<file path="src/rtl/stopwatch_cnt_if.sv">
// ---------------------------------------------------------------------------
// stopwatch_cnt_if
// Bundles the front-panel controls and the display-side results of the
// stopwatch counter so they can be passed as one port.
//
// Signals (named from the counter's point of view):
//   i_btnSs    start/stop button level (debounced)
//   i_btnLap   lap button level (debounced)
//   i_clr      synchronous clear level
//   i_down     count direction, 1 = down
//   i_load     preload strobe, honoured only while idle
//   i_loadVal  preload value
//   o_val      current count
//   o_lapVal   captured lap value
//   o_lapVld   o_lapVal holds a valid capture
//   o_run      counter is running
//   o_tick     one-cycle pulse when o_val shows an updated value
//   o_done     one-cycle pulse when o_val shows a terminal update
//
// Modports:
//   master  drives the controls, observes the results (panel / bench side)
//   slave   the counter itself
// ---------------------------------------------------------------------------
interface stopwatch_cnt_if #(
    parameter int VAL_W = 16
);

    logic             i_btnSs;
    logic             i_btnLap;
    logic             i_clr;
    logic             i_down;
    logic             i_load;
    logic [VAL_W-1:0] i_loadVal;
    logic [VAL_W-1:0] o_val;
    logic [VAL_W-1:0] o_lapVal;
    logic             o_lapVld;
    logic             o_run;
    logic             o_tick;
    logic             o_done;

    modport master (
        output i_btnSs, i_btnLap, i_clr, i_down, i_load, i_loadVal,
        input  o_val, o_lapVal, o_lapVld, o_run, o_tick, o_done
    );

    modport slave (
        input  i_btnSs, i_btnLap, i_clr, i_down, i_load, i_loadVal,
        output o_val, o_lapVal, o_lapVld, o_run, o_tick, o_done
    );

endinterface

</file>
<file path="src/rtl/stopwatch_cnt.sv">
// ---------------------------------------------------------------------------
// stopwatch_cnt
// Start/stop event counter with an internal prescaler. While running, the
// count moves up or down by one every TICK_DIV clocks. Supports lap capture,
// preload while idle, and either wrap-around or saturate-and-stop at the
// terminal values 0 / MAX_VAL. Every output comes straight from a register.
//
// Parameters:
//   TICK_DIV  clocks per count tick (>= 2)
//   VAL_W     width of the count, lap value and preload value
//   MAX_VAL   terminal value, must fit in VAL_W bits
//   SAT       0: wrap at terminal, 1: hold at terminal and stop
//
// Ports:
//   i_clk     clock, rising edge
//   i_rstN    synchronous active-low reset
//   bus       stopwatch_cnt_if slave modport (controls in, results out)
// ---------------------------------------------------------------------------
module stopwatch_cnt #(
    parameter int TICK_DIV = 100_000_000,
    parameter int VAL_W    = 16,
    parameter int MAX_VAL  = 65535,
    parameter int SAT      = 0
) (
    input  logic            i_clk,
    input  logic            i_rstN,
    stopwatch_cnt_if.slave  bus
);

    localparam int               PS_W    = $clog2(TICK_DIV);
    localparam logic [PS_W-1:0]  PS_LAST = PS_W'(TICK_DIV - 1);
    localparam logic [VAL_W-1:0] MAX_V   = VAL_W'(MAX_VAL);

    typedef enum logic {
        IDLE = 1'b0,
        RUN  = 1'b1
    } state_t;

    state_t           r_state;
    logic [VAL_W-1:0] r_val;
    logic [VAL_W-1:0] r_lapVal;
    logic             r_lapVld;
    logic             r_tick;
    logic             r_done;
    logic [PS_W-1:0]  r_prescale;
    logic             r_ssPrev;
    logic             r_lapPrev;

    state_t           w_stateNext;
    logic [VAL_W-1:0] w_valNext;
    logic [VAL_W-1:0] w_lapValNext;
    logic             w_lapVldNext;
    logic             w_tickNext;
    logic             w_doneNext;
    logic [PS_W-1:0]  w_prescaleNext;

    logic             w_ssRise;
    logic             w_lapRise;
    logic             w_tickNow;
    logic             w_terminal;

    // Button edges come from comparing the live level against last cycle's
    // level. A tick is due on the edge where the prescaler sits at its last
    // value while running. "Terminal" means the value a tick starts from is
    // the end of the range in the current direction.
    assign w_ssRise   = bus.i_btnSs & ~r_ssPrev;
    assign w_lapRise  = bus.i_btnLap & ~r_lapPrev;
    assign w_tickNow  = (r_state == RUN) && (r_prescale == PS_LAST);
    assign w_terminal = bus.i_down ? (r_val == '0) : (r_val == MAX_V);

    // Next-state and next-output logic. Clear beats everything except reset;
    // load only matters while idle, and a start press on the same edge still
    // starts counting from the loaded value. In RUN the tick update, lap
    // capture (which sees the pre-update count) and the stop press are all
    // applied together; a saturating terminal tick also forces IDLE.
    always_comb begin
        w_stateNext    = r_state;
        w_valNext      = r_val;
        w_lapValNext   = r_lapVal;
        w_lapVldNext   = r_lapVld;
        w_tickNext     = 1'b0;
        w_doneNext     = 1'b0;
        w_prescaleNext = r_prescale;

        if (bus.i_clr) begin
            w_stateNext    = IDLE;
            w_valNext      = '0;
            w_lapValNext   = '0;
            w_lapVldNext   = 1'b0;
            w_prescaleNext = '0;
        end else begin
            case (r_state)
                IDLE: begin
                    if (bus.i_load) begin
                        w_valNext = (bus.i_loadVal > MAX_V) ? MAX_V : bus.i_loadVal;
                    end
                    if (w_lapRise) begin
                        w_lapVldNext = 1'b0;
                    end
                    if (w_ssRise) begin
                        w_stateNext = RUN;
                    end
                end
                RUN: begin
                    w_prescaleNext = (r_prescale == PS_LAST) ? '0 : r_prescale + 1'b1;
                    if (w_lapRise) begin
                        w_lapValNext = r_val;
                        w_lapVldNext = 1'b1;
                    end
                    if (w_ssRise) begin
                        w_stateNext = IDLE;
                    end
                    if (w_tickNow) begin
                        w_tickNext = 1'b1;
                        w_doneNext = w_terminal;
                        if (w_terminal && (SAT != 0)) begin
                            w_stateNext = IDLE;
                        end else if (w_terminal) begin
                            w_valNext = bus.i_down ? MAX_V : '0;
                        end else begin
                            w_valNext = bus.i_down ? (r_val - 1'b1) : (r_val + 1'b1);
                        end
                    end
                end
                default: begin
                    w_stateNext = IDLE;
                end
            endcase
        end
    end

    // State and output registers. Button history resets to 1 so a button
    // held down through reset is not mistaken for a fresh press; it keeps
    // tracking the buttons during clear.
    always_ff @(posedge i_clk) begin
        if (!i_rstN) begin
            r_state    <= IDLE;
            r_val      <= '0;
            r_lapVal   <= '0;
            r_lapVld   <= 1'b0;
            r_tick     <= 1'b0;
            r_done     <= 1'b0;
            r_prescale <= '0;
            r_ssPrev   <= 1'b1;
            r_lapPrev  <= 1'b1;
        end else begin
            r_state    <= w_stateNext;
            r_val      <= w_valNext;
            r_lapVal   <= w_lapValNext;
            r_lapVld   <= w_lapVldNext;
            r_tick     <= w_tickNext;
            r_done     <= w_doneNext;
            r_prescale <= w_prescaleNext;
            r_ssPrev   <= bus.i_btnSs;
            r_lapPrev  <= bus.i_btnLap;
        end
    end

    assign bus.o_val    = r_val;
    assign bus.o_lapVal = r_lapVal;
    assign bus.o_lapVld = r_lapVld;
    assign bus.o_run    = (r_state == RUN);
    assign bus.o_tick   = r_tick;
    assign bus.o_done   = r_done;

endmodule

</file>
<file path="src/flat_wrapper.sv">
// flat-port wrapper written by rule: the top's interface ports become plain ports
module stopwatch_cnt_flat 
#(
    parameter int TICK_DIV = 100_000_000,
    parameter int VAL_W    = 16,
    parameter int MAX_VAL  = 65535,
    parameter int SAT      = 0
)
  (i_clk, i_rstN, bus_i_btnSs, bus_i_btnLap, bus_i_clr, bus_i_down, bus_i_load, bus_i_loadVal, bus_o_val, bus_o_lapVal, bus_o_lapVld, bus_o_run, bus_o_tick, bus_o_done);
  stopwatch_cnt_if #(.VAL_W(VAL_W)) bus_i ();
  input  logic i_clk;
  input  logic i_rstN;
  input wire logic [$bits(bus_i.i_btnSs)-1:0] bus_i_btnSs;
  input wire logic [$bits(bus_i.i_btnLap)-1:0] bus_i_btnLap;
  input wire logic [$bits(bus_i.i_clr)-1:0] bus_i_clr;
  input wire logic [$bits(bus_i.i_down)-1:0] bus_i_down;
  input wire logic [$bits(bus_i.i_load)-1:0] bus_i_load;
  input wire logic [$bits(bus_i.i_loadVal)-1:0] bus_i_loadVal;
  output wire logic [$bits(bus_i.o_val)-1:0] bus_o_val;
  output wire logic [$bits(bus_i.o_lapVal)-1:0] bus_o_lapVal;
  output wire logic [$bits(bus_i.o_lapVld)-1:0] bus_o_lapVld;
  output wire logic [$bits(bus_i.o_run)-1:0] bus_o_run;
  output wire logic [$bits(bus_i.o_tick)-1:0] bus_o_tick;
  output wire logic [$bits(bus_i.o_done)-1:0] bus_o_done;
  assign bus_i.i_btnSs = bus_i_btnSs;
  assign bus_i.i_btnLap = bus_i_btnLap;
  assign bus_i.i_clr = bus_i_clr;
  assign bus_i.i_down = bus_i_down;
  assign bus_i.i_load = bus_i_load;
  assign bus_i.i_loadVal = bus_i_loadVal;
  assign bus_o_val = bus_i.o_val;
  assign bus_o_lapVal = bus_i.o_lapVal;
  assign bus_o_lapVld = bus_i.o_lapVld;
  assign bus_o_run = bus_i.o_run;
  assign bus_o_tick = bus_i.o_tick;
  assign bus_o_done = bus_i.o_done;
  stopwatch_cnt #(.TICK_DIV(TICK_DIV), .VAL_W(VAL_W), .MAX_VAL(MAX_VAL), .SAT(SAT)) u_core (.i_clk(i_clk), .i_rstN(i_rstN), .bus(bus_i));
endmodule
</file>
<file path="config.mk">
export PLATFORM = sky130hd
export DESIGN_NAME = stopwatch_cnt_flat
export DESIGN_NICKNAME = d
export VERILOG_FILES = /design/src/rtl/stopwatch_cnt_if.sv /design/src/rtl/stopwatch_cnt.sv /design/src/flat_wrapper.sv
export SDC_FILE = /design/constraint.sdc
export NUM_CORES = 1
export LEC_CHECK = 0
export CELL_PAD_IN_SITES_DETAIL_PLACEMENT = 1
export CELL_PAD_IN_SITES_GLOBAL_PLACEMENT = 1
export CORE_ASPECT_RATIO = 2
export CORE_UTILIZATION = 39
export DETAILED_ROUTE_END_ITERATION = 10
export PLACE_DENSITY_LB_ADDON = 0.1
export SLEW_MARGIN = 10
export SYNTH_ARGS = -nofsm -noshare
export SYNTH_HDL_FRONTEND = slang
export SYNTH_SLANG_ARGS = --single-unit
</file>
<file path="constraint.sdc">
create_clock -name i_clk -period 3.2 [get_ports i_clk]
set_input_delay 0.8 -clock i_clk [delete_from_list [all_inputs] [get_ports i_clk]]
set_output_delay 0.8 -clock i_clk [all_outputs]
set_load 0.01 [all_outputs]
</file>
==> run metrics <==
Clock Pin Slew Worst Setup and Hold Paths 0.06 ns; WHS Path Cells 2; max cap viols 0; final hold violation count 0; Clock Tree Buf Depth 2; register area share after synthesis 36.8%; synthesized netlist cell count 444; initial antenna violation count 0; critical path fanouts, max 13; DRC viols 0; pre-CTS setup slack -0.130 ns; pin count of the biggest net entering global routing 25; crit path capture type register; FF-to-FF path depth 9; Crit path max-delay family compound AO/OA/AOI/OAI gates; worst path bufs/invs 3; Async S/R FF share, synth 0%; RSZ-0062 raised after global routing no; DP Wirelength 9390 um; Reg-to-Reg End u_core.bus.o_val[13]$_SDFFE_PP0P_; Setup WS post-layout 0.189 ns; Post-CTS Hold Fix Bufs 0; routability cong. 0.919; Critical Path AT 3.22 ns; crit-path max cell delay 0.45 ns; Hold WS 0.458 ns; relative slew slack 55.4%; Die Area 9470 um2; Initial DRT Pass Iterations 4; hold endpoint u_core.bus.o_lapVal[9]$_SDFFE_PP0P_; CTS tree yes; first-pass GRT wire length 19000 um; final setup TNS 0 ns; hold crit path type reg2reg; Peak VDD IR 0.000373 V; Final Max Tran Viols 0; Post-Route WL 11800 um; Remaining Overflow, GRT 0; Req. time, crit path 3.41 ns; Max Freq 332 MHz; Total Power 1990 uW; Layout area overhead 31.2%; DR WL/cell 18.9 um; CP Launch Type input port; Setup Viol. Count Final 0; Yosys warning count 0; 1st-iter DRT viols 143; Die H 137 um; hold path startpoint u_core.bus.o_lapVal[9]$_SDFFE_PP0P_; total nets after synthesis 483; fin area 4640 um2; CTS buffer count 9; Detail Route Antenna Nets 0; Worst path slowest cell clkdlybuf4s50_1; H-tree levels 3; post-CTS sizing 0; r2r startpoint u_core.bus.o_val[1]$_SDFFE_PP0P_; top_reg_cell synth dfxtp_1; clk_lat worst skew 0.33 ns; Worst Max-Slew Pin Slew 0.664 ns; ANT cells 0; Initial Util 40.6%; FF+latch count, synth 65; Pwr Density 429 nW/um2; Synth cell types 53; Layout Skew 0.00793 ns; Total Routing Usage GR 26.2%; io pins 59; status finished clean; PortBufs 58; post-CTS setup repair buffer count 0; # rows 48; Final #Nets 559; CTS sink cnt 65; number of synthesized flops with an enable pin 0; R2R Setup Slk 0.73 ns; Via density 5.65; average cell area after synthesis 7.96 um2; vias post-DR 3518; critical path type in2reg; CORE AREA 8710 um2; CTS Root Cell clkbuf_16; chip width 69.3 um; Leak 0.00177 uW; most frequent cells in the layout 72 x nand2_1, 65 x dfxtp_1, 58 x clkdlybuf4s50_1, 55 x nor2_1, 46 x a21oi_1; worst path cell trace clkdlybuf4s50_1 > buf_4 > buf_12 > ha_1 > a21oi_1 > o21ai_0 > a31o_2 > a31oi_1 > xnor2_1 > o221ai_1 > nand2_1; fraction of layout cells with a size suffix above 1 9.94%; post-layout min period 3.01 ns; leading cell type in the layout, fill and taps excluded nand2_1; area of the mapped netlist 3540 um2; Tcrit/Tclk final 94.1%; total placed instance area 4370 um2; number of global-route vias before repair 3828
-- stage by stage --
| step | std cells | util (%) |
|---|---|---|
| after global placement | 609 | 50.2 |
| after floorplan | 444 | - |
| final | 623 | 53.3 |
| after CTS | 623 | 53.3 |
| after global routing | 623 | 53.3 |
| after detailed placement | 609 | 50.2 |
-- kinds of logic after synthesis --
logic type,share of synthesized area (%)
fa+ha+maj,5.87
compound gates,18.0
xor+xnor,9.16
simple gates,26.1
flops,36.8
mux,0.637
buf+inv,3.36
-- tightest hold or removal path, delay by kind of cell (launching register included) --
| family | cells | cell delay, ns |
|---|---|---|
| flops | 1 | 0.31 |
| simple gates | 1 | 0.05 |
| compound gates | 1 | 0.05 |
-- state kept, by name, summed over array words and instances (netlist names) --
name and count:
u_core.bus.o_val 16, u_core.r_prescale 27, u_core.r_lapPrev 1, u_core.r_ssPrev 1
u_core.bus.o_lapVld 1, u_core.bus.o_run 1, u_core.bus.o_tick 1, u_core.bus.o_lapVal 16
u_core.bus.o_done 1
-- cells in the mapped netlist (3+ instances only) --
library cell,number,area [um2]
o221ai_1,6,52.6
nor2_1,55,206
nor3_1,6,30.0
clkbuf_1,16,60.1
a21oi_1,46,230
xor2_1,21,184
xnor2_1,16,140
nand2_1,72,270
o21ai_0,14,70.1
inv_1,6,22.5
nand3_1,16,80.1
dfxtp_1,65,1300
nand4_1,11,68.8
a31oi_1,5,31.3
a21o_1,9,67.6
or3_1,7,43.8
and3_1,12,75.1
ha_1,15,188
nor2b_1,3,18.8
-- final cells by class --
type / instances / area [um2]
multi-input cells: 352 / 2120
fillers: 1072 / 4070
clock buffers: 11 / 253
flip-flops and latches: 65 / 1300
clock inverters: 3 / 17.5
repair buffers: 85 / 796
inverters: 7 / 26.3
well taps: 100 / 125
-- worst max path at each step --
stage	from	to	slack, ns	cells past startpoint
6_report	bus_i_down	u_core.bus.o_val[11]$_SDFFE_PP0P_	0.19	11
5_1_grt	bus_i_down	u_core.bus.o_val[11]$_SDFFE_PP0P_	0.06	11
4_1_cts	bus_i_down	u_core.bus.o_val[11]$_SDFFE_PP0P_	0.20	11
3_5_place_dp	bus_i_down	u_core.bus.o_val[11]$_SDFFE_PP0P_	-0.13	11
3_3_place_gp	bus_i_down	u_core.bus.o_val[11]$_SDFFE_PP0P_	-0.11	11
2_1_floorplan	bus_i_down	u_core.bus.o_val[13]$_SDFFE_PP0P_	0.68	8
-- metal layers --
metal	track usage, %	up-vias	wire (um)
met1	24.2	1702	4190
li1	-	1711	-
met5	0	-	0
met4	15.5	0	515
met3	4.12	31	303
met2	52.3	74	6750
-- report_power, final --
group | internal, uW | total, uW | switching [uW]
registers | 820 | 842 | 21.6
logic | 123 | 256 | 133
clock network | 554 | 893 | 339
total | 1500 | 1990 | 494
No activity file was read; power rests on OpenSTA's default activity.
